$ cat src/rtl/isp_uart_rx.sv
// 8N1 UART receiver with 4x oversampling, single-entry output buffer,
// framing-error and overrun pulses.
module isp_uart_rx #(
  parameter int RX_CLK_DIV = 108
) (
  input  logic       clk,
  input  logic       rst,
  input  logic       uart_rx,
  output logic [7:0] rx_data,
  output logic       rx_valid,
  input  logic       rx_ready,
  output logic       rx_ferr,
  output logic       rx_overrun
);

  localparam int TW = (RX_CLK_DIV > 1) ? $clog2(RX_CLK_DIV) : 1;

  typedef enum logic [2:0] {IDLE, START, DATA, STOP, WAIT_HIGH} state_t;

  logic          r_sync1;
  logic          r_sync2;
  logic [TW-1:0] r_tickCnt;
  logic          w_tick;
  logic          w_sample;
  state_t        r_state;
  state_t        w_nextState;
  logic [1:0]    r_phase;
  logic [2:0]    r_bitCnt;
  logic [7:0]    r_shift;
  logic [7:0]    r_data;
  logic          r_valid;
  logic          r_ferr;
  logic          r_overrun;
  logic          w_phaseClr;
  logic          w_phaseInc;
  logic          w_shiftEn;
  logic          w_deliver;
  logic          w_frameErr;

  assign w_sample = r_sync2;
  assign w_tick   = (r_tickCnt == TW'(RX_CLK_DIV - 1));

  // Synchronizer flops idle high so reset never looks like a start edge.
  always_ff @(posedge clk) begin
    if (rst) begin
      r_sync1 <= 1'b1;
      r_sync2 <= 1'b1;
    end else begin
      r_sync1 <= uart_rx;
      r_sync2 <= r_sync1;
    end
  end

  always_ff @(posedge clk) begin
    if (rst || w_tick) r_tickCnt <= '0;
    else               r_tickCnt <= r_tickCnt + TW'(1);
  end

  always_ff @(posedge clk) begin
    if (rst) r_state <= IDLE;
    else     r_state <= w_nextState;
  end

  always_comb begin
    w_nextState = r_state;
    if (w_tick) begin
      case (r_state)
        IDLE:      if (!w_sample) w_nextState = START;
        START:     if (r_phase == 2'd1) w_nextState = w_sample ? IDLE : DATA;
        DATA:      if (r_phase == 2'd3 && r_bitCnt == 3'd7) w_nextState = STOP;
        STOP:      if (r_phase == 2'd3) w_nextState = w_sample ? IDLE : WAIT_HIGH;
        WAIT_HIGH: if (w_sample) w_nextState = IDLE;
        default:   w_nextState = IDLE;
      endcase
    end
  end

  // Phase runs 0..3 per bit; START samples at phase 1 to land mid start bit.
  always_comb begin
    w_phaseClr = 1'b0;
    w_phaseInc = 1'b0;
    w_shiftEn  = 1'b0;
    w_deliver  = 1'b0;
    w_frameErr = 1'b0;
    if (w_tick) begin
      case (r_state)
        IDLE: w_phaseClr = 1'b1;
        START: begin
          if (r_phase == 2'd1) w_phaseClr = 1'b1;
          else                 w_phaseInc = 1'b1;
        end
        DATA: begin
          if (r_phase == 2'd3) begin
            w_phaseClr = 1'b1;
            w_shiftEn  = 1'b1;
          end else begin
            w_phaseInc = 1'b1;
          end
        end
        STOP: begin
          if (r_phase == 2'd3) begin
            w_phaseClr = 1'b1;
            w_deliver  = w_sample;
            w_frameErr = !w_sample;
          end else begin
            w_phaseInc = 1'b1;
          end
        end
        default: ;
      endcase
    end
  end

  always_ff @(posedge clk) begin
    if (rst) begin
      r_phase  <= 2'd0;
      r_bitCnt <= 3'd0;
      r_shift  <= 8'h00;
    end else begin
      if (w_phaseClr)      r_phase <= 2'd0;
      else if (w_phaseInc) r_phase <= r_phase + 2'd1;
      if (r_state == IDLE) begin
        r_bitCnt <= 3'd0;
      end else if (w_shiftEn) begin
        r_shift  <= {w_sample, r_shift[7:1]};
        r_bitCnt <= r_bitCnt + 3'd1;
      end
    end
  end

  // A full buffer drops the new byte unless it is being consumed this cycle.
  always_ff @(posedge clk) begin
    if (rst) begin
      r_data    <= 8'h00;
      r_valid   <= 1'b0;
      r_ferr    <= 1'b0;
      r_overrun <= 1'b0;
    end else begin
      r_ferr    <= w_frameErr;
      r_overrun <= 1'b0;
      if (w_deliver) begin
        if (!r_valid || rx_ready) begin
          r_data  <= r_shift;
          r_valid <= 1'b1;
        end else begin
          r_overrun <= 1'b1;
        end
      end else if (r_valid && rx_ready) begin
        r_valid <= 1'b0;
      end
    end
  end

  assign rx_data    = r_data;
  assign rx_valid   = r_valid;
  assign rx_ferr    = r_ferr;
  assign rx_overrun = r_overrun;

endmodule

$ cat config.mk
export PLATFORM = sky130hd
export DESIGN_NAME = isp_uart_rx
export DESIGN_NICKNAME = d
export VERILOG_FILES = /design/src/rtl/isp_uart_rx.sv
export SDC_FILE = /design/constraint.sdc
export NUM_CORES = 1
export LEC_CHECK = 0
export CORE_UTILIZATION = 50
export CTS_CLUSTER_SIZE = 40
export DETAILED_ROUTE_END_ITERATION = 7
export PLACE_DENSITY = 0.74
export RECOVER_POWER = 50
export SLEW_MARGIN = 20
export SYNTH_ARGS = -nofsm -noshare
export SYNTH_HDL_FRONTEND = slang
export SYNTH_SLANG_ARGS = --single-unit
$ cat constraint.sdc
create_clock -name clk -period 1.4 [get_ports clk]
set_input_delay 0.21 -clock clk [delete_from_list [all_inputs] [get_ports clk]]
set_output_delay 0.21 -clock clk [all_outputs]
set_load 0.02 [all_outputs]
==> impl_metrics.json, run 1 <==
{
  "status": "finished with violations",
  "violations": "setup timing",
  "ant_nets": 0,
  "power.total_mw": 1.712,
  "yosys_warnings": 0,
  "ir_worst_vdd_mv": 0.6410,
  "grt_max_degree": 32,
  "drc_errors": 0,
  "timing.fmax_mhz": 694.3,
  "cts-hold-fix-buffers": 0,
  "synth_area_leaders": "dfxtp_1 45%, o21ai_0 5.9%, mux2i_1 5.0%, nand2b_1 4.7%, ha_1 3.9%",
  "finalMaxSlewViolations": 0,
  "critPathRequiredTime_ps": 1660,
  "drt-pass1-iter-count": 4,
  "core-area_um2": 3053,
  "wl_um": 3664,
  "power_density_nw_per_um2": 810.4,
  "htreeDepth": 2,
  "cts_root_buf": "clkbuf_4",
  "numCtsBuffers": 5,
  "initial_utilization": 0.5270,
  "grt_pass1_vias": 1301,
  "tightest_slew_ps": 289.4,
  "yosysTopAreaCell": "dfxtp_1",
  "dieArea_um2": 3449,
  "critPathCaptureType": "flip-flop",
  "synth_nets": 175,
  "diodes": 0,
  "syn_avg_cell_area_um2": 9.693,
  "cp-start-kind": "flip-flop",
  "ys_ff_latch": 36,
  "synth_xor_area_frac": 0.02722,
  "antenna_found_initial": 0,
  "hold_viol": 0,
  "slew_headroom": 0.8053,
  "nNetsFinal": 220,
  "detail_route.wl_per_cell_um": 14.31,
  "io-pin-count": 15,
  "grt_setup_unrepaired": "true",
  "skew_ps": 19.51,
  "max_cap_viol_count": 0,
  "clkLatencyLatePin_ps": 350,
  "cp_max_fo": 4,
  "ys_dominant_reg_cell": "dfxtp_1",
  "drive_gt1_frac": 0.3113,
  "worst_slack_ps": -40.36,
  "path_clk_slew_ps": 120,
  "synth_top_area_share": 0.4479,
  "synthMuxAreaShare": 0.04977,
  "syn2layout_area_growth_pct": 31.26,
  "timing.setup.tns_ps": -209.5,
  "critical_path_class": "flip-flop to flip-flop",
  "yosys.area_share.simple": 0.2628,
  "viasPerCell": 5.199,
  "synth-compound-area-share": 0.1229,
  "finalSetupViolations": 10,
  "syn_area_um2": 1609,
  "grt_usage": 0.2293,
  "grt-ovfl-total": 0,
  "netlist_instances": 166,
  "synthAdderAreaFrac": 0.03888,
  "grt_pass1_wl_um": 5865,
  "synth_cell_types": 41,
  "drt-initial-drc-count": 46,
  "ys_seq_area_frac": 0.4479,
  "final_core_util": 0.6918,
  "die_h_um": 58.73,
  "place_hpwl_um": 2540,
  "period_share": 1.029,
  "routabilityCongestion": 0.8838,
  "io_buffers": 14,
  "holdCritPathClass": "flip-flop to flip-flop",
  "p_leak_nw": 0.9038,
  "vias": 1331,
  "cts_sinks": 36,
  "crit_arrival_ps": 1700,
  "rows": 20,
  "finalCriticalPeriod_ps": 1440,
  "synth-edff-count": 0,
  "cts_buffer_depth": 2,
  "synth_top_family_by_area": "simple AND/OR/NAND/NOR gates",
  "cts_tree": "built",
  "die_x_um": 58.73,
  "synthArstFlopShare": 0
}
-- power by group --
group	total (mW)	leakage (nW)	internal, mW	switching, mW
Sequential	1.05	0.294	1.03	0.0107
Combinational	0.0712	0.578	0.0407	0.0305
Clock	0.595	0.0326	0.248	0.347
Total	1.71	0.904	1.32	0.388
-- registers in the layout (all words and copies together), names as in the netlist --
register    cells
r_shift         8
rx_data         8
r_tickCnt       7
r_bitCnt        3
r_state         3
r_phase         2
r_sync1         1
r_sync2         1
rx_ferr         1
rx_overrun      1
rx_valid        1
-- cell usage in the layout, fill, tap and decap left out, types with 3 or more instances in the layout --
cell type      count
o21ai_0           15
inv_1              3
or2_2              3
mux2i_1            7
nand3_1            6
nor2_1             7
dfxtp_2            6
dfxtp_1           30
o21ai_1            5
a21oi_1            7
xor2_1             3
nand2_1            3
buf_4             28
nor3_1             5
dlygate4sd2_1     11
nand2b_1          11
nor2b_1            9
clkbuf_4           5
-- per-stage QoR --
stage	instance area [um^2]	hold slack, ps	cells	worst slack (ps)
6_report	2112	426.1	256	-40.36
5_1_grt	2112	443.9	256	-164.5
4_1_cts	2066	425.9	255	-28.26
3_5_place_dp	1972	409.2	244	-33.12
3_3_place_gp	1972	394.1	244	-3.245
2_1_floorplan	1632	313.8	166	6.360
-- repair_timing --
item,in CTS,in global routing
endpoints found under the setup margin,24,24
pin swaps,3,5
buffers inserted,3,1
gates resized for setup,19,13
cloned,0,0
-- routing by layer --
layer  GRT usage  up-vias  share of wire
li1            -      678              -
met3     0.06154        7          0.027
met2      0.3945       17           0.51
met4     0.07483        0          0.013
met5           0        -              0
met1      0.2769      629           0.45
-- final timing paths --
kind                                 from                 endpoint  slack, ps  cells after the start
setup reg to reg  r_tickCnt[4]$_SDFF_PP0_  r_state[2]$_SDFFE_PP0P_        -40                      5
hold reg to reg        r_sync1$_SDFF_PP1_       r_sync2$_SDFF_PP1_        430                      1
hold / removal         r_sync1$_SDFF_PP1_       r_sync2$_SDFF_PP1_        430                      1
setup / recovery  r_tickCnt[4]$_SDFF_PP0_  r_state[2]$_SDFFE_PP0P_        -40                      5
-- worst max-delay path, cell delays in order (launching register included) --
cell	delay, ps
dfxtp_1	450
nand2b_1	240
nor4_1	90
buf_4	160
a31o_2	230
a22o_1	180
-- cell families (layout without fill, tap and decap cells) --
logic type                 count (synthesis)  count (layout)
adders and majority gates                  5               5
buffers and inverters                     10              56
muxes                                      8               8
and+or+nand+nor                           67              67
DFF                                       36              36
xor gates and xnor gates                   5               5
AOI/OAI and AO/OA                         35              35
-- synth_stat cells (all sizes together), types with 2 or more instances --
cell type  count
or2            3
and3           4
nor2           8
dfxtp         36
clkbuf         3
inv            3
a22oi          2
nand2          4
nor2b         10
nand4          2
nand3b         2
mux2i          8
xnor2          2
nand2b        12
a21oi          8
o21ai         20
and2           2
nor3b          2
buf            3
ha             5
nor3           7
xor2           3
nand3          7
-- cell type report --
| cell class | count | area [um^2] |
|---|---|---|
| Sequential cell | 36 | 728.2 |
| Clock buffer | 8 | 58.81 |
| Timing Repair Buffer | 45 | 379.1 |
| Tap cell | 44 | 55.05 |
| Multi-Input combinational cell | 120 | 879.6 |
| Inverter | 3 | 11.26 |
| Fill cell | 245 | 940.9 |
Note: power is estimated with default switching activity, not from simulation.
==> run 2, diff against run 1 <==
--- a/config.mk
+++ b/config.mk
@@ -10,6 +10,7 @@
 export DETAILED_ROUTE_END_ITERATION = 7
 export PLACE_DENSITY = 0.74
 export RECOVER_POWER = 50
+export SKIP_CTS_REPAIR_TIMING = 1
 export SLEW_MARGIN = 20
 export SYNTH_ARGS = -nofsm -noshare
 export SYNTH_HDL_FRONTEND = slang
==> impl_metrics.json, run 2 (synthesis results as in run 1) <==
{
  "htreeDepth": 2,
  "n_fill_cell": 258,
  "clkLatencyLatePin_ps": 350,
  "clockPowerShare": 0.347,
  "place_hpwl_um": 2540,
  "io-pin-count": 15,
  "period_share": 1.087,
  "detail_route.wl_per_cell_um": 14.18,
  "finalMaxSlewViolations": 0,
  "drc_errors": 0,
  "cts_tree": "built",
  "reg2reg_from": "r_phase[1]$_SDFFE_PP0P_",
  "multiInputGateArea_um2": 879.6,
  "critical_path.startpoint": "r_phase[1]$_SDFFE_PP0P_",
  "slowest_delay_ps": 550,
  "crit_chain": "ha_2 > buf_4 > mux2i_1 > or4b_1 > a21oi_2",
  "grt_pass1_wl_um": 5782,
  "drive_gt1_frac": 0.2891,
  "cts_buffer_depth": 2,
  "slew_headroom": 0.6473,
  "cp-start-kind": "flip-flop",
  "die_h_um": 58.73,
  "grt_setup_unrepaired": "true",
  "p_comb_frac": 0.038,
  "ir_worst_vdd_mv": 0.6237,
  "crit_arrival_ps": 1810,
  "mostFrequentLayoutCell": "dfxtp_1",
  "dieArea_um2": 3449,
  "path_clk_slew_ps": 120,
  "hold_viol": 0,
  "ant_nets": 0,
  "viasPerCell": 5.239,
  "skew_ps": 20.53,
  "holdCritPathClass": "flip-flop to flip-flop",
  "cts_root_buf": "clkbuf_4",
  "violations": "setup timing",
  "p_seq_frac": 0.615,
  "io_buffers": 14,
  "p_switching_mw": 0.3805,
  "drt-initial-drc-count": 52,
  "drt-pass1-iter-count": 4,
  "timing.fmax_mhz": 657.0,
  "r2r_end": "r_state[0]$_SDFFE_PP0P_",
  "rows": 20,
  "initial_utilization": 0.5270,
  "internal_power_mw": 1.316,
  "nNetsFinal": 219,
  "diodes": 0,
  "seqCellArea_um2": 724.4,
  "worstSetupEndpoint": "r_state[0]$_SDFFE_PP0P_",
  "status": "finished with violations",
  "swShare": 0.2242,
  "cp_num_buf_inv": 1,
  "cts_sinks": 36,
  "critPathCaptureType": "flip-flop",
  "grt_usage": 0.2266,
  "post-place-ws_ps": -33.12,
  "grt-ovfl-total": 0,
  "critPathRequiredTime_ps": 1690,
  "slowest_stage": "or4b_1",
  "power_density_nw_per_um2": 835.6,
  "wl_um": 3616,
  "critPathTopFamily": "simple AND/OR/NAND/NOR gates",
  "worst_slack_ps": -122.1,
  "critical_path_class": "flip-flop to flip-flop",
  "max_cap_viol_count": 0,
  "cp_max_fo": 3,
  "r2r_slack_ps": -120,
  "grt_pass1_vias": 1274,
  "tightest_slew_ps": 529.0,
  "worstRegToRegCells": 5,
  "antenna_found_initial": 0,
  "numCtsBuffers": 5,
  "hold-worst-slack_ps": 427.9,
  "vias": 1336,
  "routabilityCongestion": 0.8838,
  "p_leak_nw": 0.8126,
  "die_x_um": 58.73,
  "grt_max_degree": 32,
  "finalCriticalPeriod_ps": 1522,
  "finalSetupViolations": 11,
  "layout_common_cells": "33 x dfxtp_1, 27 x buf_4, 16 x o21ai_0",
  "core-area_um2": 3053,
  "syn2layout_area_growth_pct": 26.21,
  "path_depth": 5
}
## run 2: changes by cell type in the layout (fill, tap and decap cells not counted), moves of 3 or more
cell,before,now
clkbuf_1,2,13
dfxtp_1,30,33
dfxtp_2,6,3
dlygate4sd2_1,11,0
## run 2: how the worst min path moves through the flow
stage	from	end	cells past startpoint
detailed placement	r_sync1$_SDFF_PP1_	r_sync2$_SDFF_PP1_	1
global placement	r_sync1$_SDFF_PP1_	r_sync2$_SDFF_PP1_	1
floorplan	uart_rx	r_sync1$_SDFF_PP1_	1
finish	r_sync1$_SDFF_PP1_	r_sync2$_SDFF_PP1_	1
CTS	uart_rx	r_sync1$_SDFF_PP1_	2
global route	uart_rx	r_sync1$_SDFF_PP1_	2
## run 2: power by group through the flow
stage / Clock [mW] / Combinational (mW) / Sequential (mW)
3_3_place_gp: 0 / 0.0670 / 1.07
5_1_grt: 0.647 / 0.0720 / 1.05
3_5_place_dp: 0 / 0.0687 / 1.07
2_1_floorplan: 0 / 0.0436 / 1.07
6_report: 0.588 / 0.0642 / 1.04
4_1_cts: 0.597 / 0.0686 / 1.05
## run 2: per-stage QoR
stage | total power, mW | cells | instance area, um^2 | TNS (ps) | util
2_1_floorplan | 1.109 | 166 | 1632 | 0 | -
3_3_place_gp | 1.134 | 244 | 1972 | -3.245 | 0.6459
3_5_place_dp | 1.137 | 244 | 1972 | -84.53 | 0.6459
4_1_cts | 1.711 | 252 | 2031 | -1642 | 0.6652
5_1_grt | 1.765 | 255 | 2031 | -1660 | 0.6652
6_report | 1.697 | 255 | 2031 | -370.4 | 0.6652
## run 2: cell type report
| class | count | area share |
|---|---|---|
| Clock buffer | 8 | 0.02896 |
| Inverter | 3 | 0.005545 |
| Tap cell | 44 | 0.02711 |
| Sequential cell | 36 | 0.3567 |
| Timing Repair Buffer | 44 | 0.1485 |
| Multi-Input combinational cell | 120 | 0.4331 |
## run 2: worst register-to-register path, delay by kind of cell (launching register included)
family,cells,cell delay (ps)
buffers and inverters,1,120
adders and majority gates,1,210
DFF,1,360
and+or+nand+nor,1,550
muxes,1,70
AOI/OAI and AO/OA,1,150
## run 2: routing by layer
metal / track usage / vias to the layer above / wire length, um
met5: 0 / - / 0
li1: - / 676 / -
met4: 0.07143 / 0 / 46
met2: 0.3912 / 13 / 1847
met1: 0.2741 / 640 / 1620
met3: 0.05934 / 7 / 101
==> run 3, diff against run 2 <==
--- a/config.mk
+++ b/config.mk
@@ -5,9 +5,11 @@
 export SDC_FILE = /design/constraint.sdc
 export NUM_CORES = 1
 export LEC_CHECK = 0
+export ABC_AREA = 1
 export CORE_UTILIZATION = 50
 export CTS_CLUSTER_SIZE = 40
 export DETAILED_ROUTE_END_ITERATION = 7
+export MAX_ROUTING_LAYER = met4
 export PLACE_DENSITY = 0.74
 export RECOVER_POWER = 50
 export SKIP_CTS_REPAIR_TIMING = 1
==> impl_metrics.json, run 3 <==
{
  "status": "finished, final reports clean",
  "initial_utilization": 0.5305,
  "synth_cell_types": 29,
  "critical_path_class": "flip-flop to flip-flop",
  "power.total_mw": 1.828,
  "period_share": 0.9653,
  "p_switching_mw": 0.3877,
  "internal_power_mw": 1.440,
  "synth_top_area_share": 0.4414,
  "io_buffers": 14,
  "grtUsageMet1": 0.2709,
  "synth_top_family_by_area": "simple AND/OR/NAND/NOR gates",
  "path_clk_slew_ps": 110,
  "clkLatencyLatePin_ps": 340,
  "yosys-top-cells-count": "36 x dfxtp_1, 32 x nand2_1, 29 x nor2_1",
  "drt-pass1-iter-count": 4,
  "vias": 1424,
  "detail_route.wl_per_cell_um": 12.38,
  "dp_cells": 266,
  "cts_sinks": 36,
  "cts_tree": "built",
  "core-area_um2": 3078,
  "grt_pass1_vias": 1290,
  "skew_ps": 10.64,
  "critPathRequiredTime_ps": 1650,
  "design_area_um2": 1982,
  "p_comb_frac": 0.040,
  "grt_usage": 0.2211,
  "layout_common_cells": "31 x nand2_1, 27 x nor2_1, 27 x dfxtp_1",
  "cts_root_buf": "clkbuf_4",
  "die_h_um": 59.15,
  "mostFrequentLayoutCell": "nand2_1",
  "routabilityCongestion": 0.8812,
  "numCtsBuffers": 5,
  "power_density_nw_per_um2": 922.5,
  "synth_xor_area_frac": 0,
  "tightest_slew_ps": 322.2,
  "clockPowerShare": 0.392,
  "grt-ovfl-total": 0,
  "drive_gt1_frac": 0.2704,
  "slowest_delay_ps": 380,
  "p_leak_nw": 0.7813,
  "netlist_instances": 203,
  "synth-compound-area-share": 0.08582,
  "cp_max_fo": 4,
  "finalSetupViolations": 0,
  "placed_area_um2": 1866,
  "yosys.area_share.simple": 0.3770,
  "dieArea_um2": 3498,
  "slowest_stage": "dfxtp_4",
  "diodes": 0,
  "cp-start-kind": "flip-flop",
  "finalMaxSlewViolations": 0,
  "synth_nets": 212,
  "wl_um": 3429,
  "synth_area_leaders": "dfxtp_1 44%, nand2_1 7.4%, nor2_1 6.7%, a21oi_1 4.6%, ha_1 3.8%",
  "drc_errors": 0,
  "max_cap_viol_count": 0,
  "syn2layout_area_growth_pct": 21.38,
  "grt_max_degree": 14,
  "synthMuxAreaShare": 0,
  "ys_seq_area_frac": 0.4414,
  "ant_nets": 0,
  "syn_avg_cell_area_um2": 8.043,
  "hold_viol": 0,
  "ys_ff_latch": 36,
  "synthAdderAreaFrac": 0.03831,
  "crit_chain": "buf_4 > ha_2 > inv_1 > nand3_2 > nand2_2 > nor2_4 > nand2_2 > nand2_1 > nand2_1 > nor2_2",
  "viasPerCell": 5.141,
  "ys_dominant_reg_cell": "dfxtp_1",
  "critPathCaptureType": "flip-flop",
  "busiest_layer": "met2",
  "timing.fmax_mhz": 740.0,
  "drt-initial-drc-count": 112,
  "cts_buffer_depth": 2,
  "syn_area_um2": 1633,
  "synth-edff-count": 0,
  "met2_usage": 0.3344,
  "yosys_warnings": 0,
  "rows": 20,
  "met3_usage": 0.06114,
  "yosysTopAreaCell": "dfxtp_1",
  "swShare": 0.2121,
  "die_x_um": 59.15,
  "final_cells": 277,
  "holdCritPathClass": "flip-flop to flip-flop",
  "finalCriticalPeriod_ps": 1351,
  "slew_headroom": 0.7847,
  "nNetsFinal": 241,
  "htreeDepth": 2,
  "p_seq_frac": 0.568,
  "grt_pass1_wl_um": 5540,
  "synthArstFlopShare": 0,
  "io-pin-count": 15,
  "place_hpwl_um": 2455,
  "antenna_found_initial": 0,
  "crit_arrival_ps": 1600,
  "ir_worst_vdd_mv": 0.6193,
  "yosysMostFrequentCell": "dfxtp_1"
}
[run 3: metal layers]
layer	share of wire	up-vias
li1	-	732
met1	0.44	650
met2	0.50	35
met3	0.047	7
met4	0.017	0
met5	0	-
[run 3: worst paths after layout]
check / slack (ps) / start / cells past startpoint / to
worst min-delay path: 430 / r_sync1$_SDFF_PP1_ / 1 / r_sync2$_SDFF_PP1_
worst max register to register: 50 / r_phase[0]$_SDFFE_PP0P_ / 10 / r_state[1]$_SDFFE_PP0P_
worst min register to register: 430 / r_sync1$_SDFF_PP1_ / 1 / r_sync2$_SDFF_PP1_
worst max-delay path: 50 / r_phase[0]$_SDFFE_PP0P_ / 10 / r_state[1]$_SDFFE_PP0P_
[run 3: critical path: cells and delay by family (launching register included)]
family	cells	cell delay (ps)
fa+ha+maj	1	170
buf+inv	2	200
flops	1	380
simple gates	7	510
[run 3: layout make-up]
type / instances / area [um^2]
well taps: 44 / 55.05
inverters: 17 / 72.57
clock buffers: 6 / 41.29
multi-input cells: 147 / 888.4
flip-flops and latches: 36 / 734.5
fillers: 290 / 1096
repair buffers: 25 / 155.1
clock inverters: 2 / 35.03
[run 3: cell families (layout without fill, tap and decap cells)]
family / Yosys count / count (layout)
AO/OA/AOI/OAI: 28 / 28
adder cells (fa/ha/maj): 5 / 5
buffers and inverters: 21 / 50
flip-flops: 36 / 36
AND/OR/NAND/NOR: 113 / 114
[run 3: power groups by stage]
stage | Clock [mW] | Sequential (mW) | Combinational [mW]
floorplan | 0 | 1.06 | 0.0397
global placement | 0 | 1.06 | 0.0664
detailed placement | 0 | 1.06 | 0.0697
CTS | 0.736 | 1.04 | 0.0697
global route | 0.782 | 1.04 | 0.0806
finish | 0.716 | 1.04 | 0.0731
[run 3: metrics by stage]
stage / hold WS [ps] / setup TNS, ps / worst slack (ps) / utilization
2_1_floorplan: 313.8 / 0 / 46.17 / -
3_3_place_gp: 390.2 / 0 / 47.83 / 0.6061
3_5_place_dp: 418.7 / -116.7 / -19.38 / 0.6061
4_1_cts: 422.0 / -1848 / -148.2 / 0.6309
5_1_grt: 416.5 / -24.02 / -12.05 / 0.6439
6_report: 431.3 / 0 / 48.64 / 0.6439
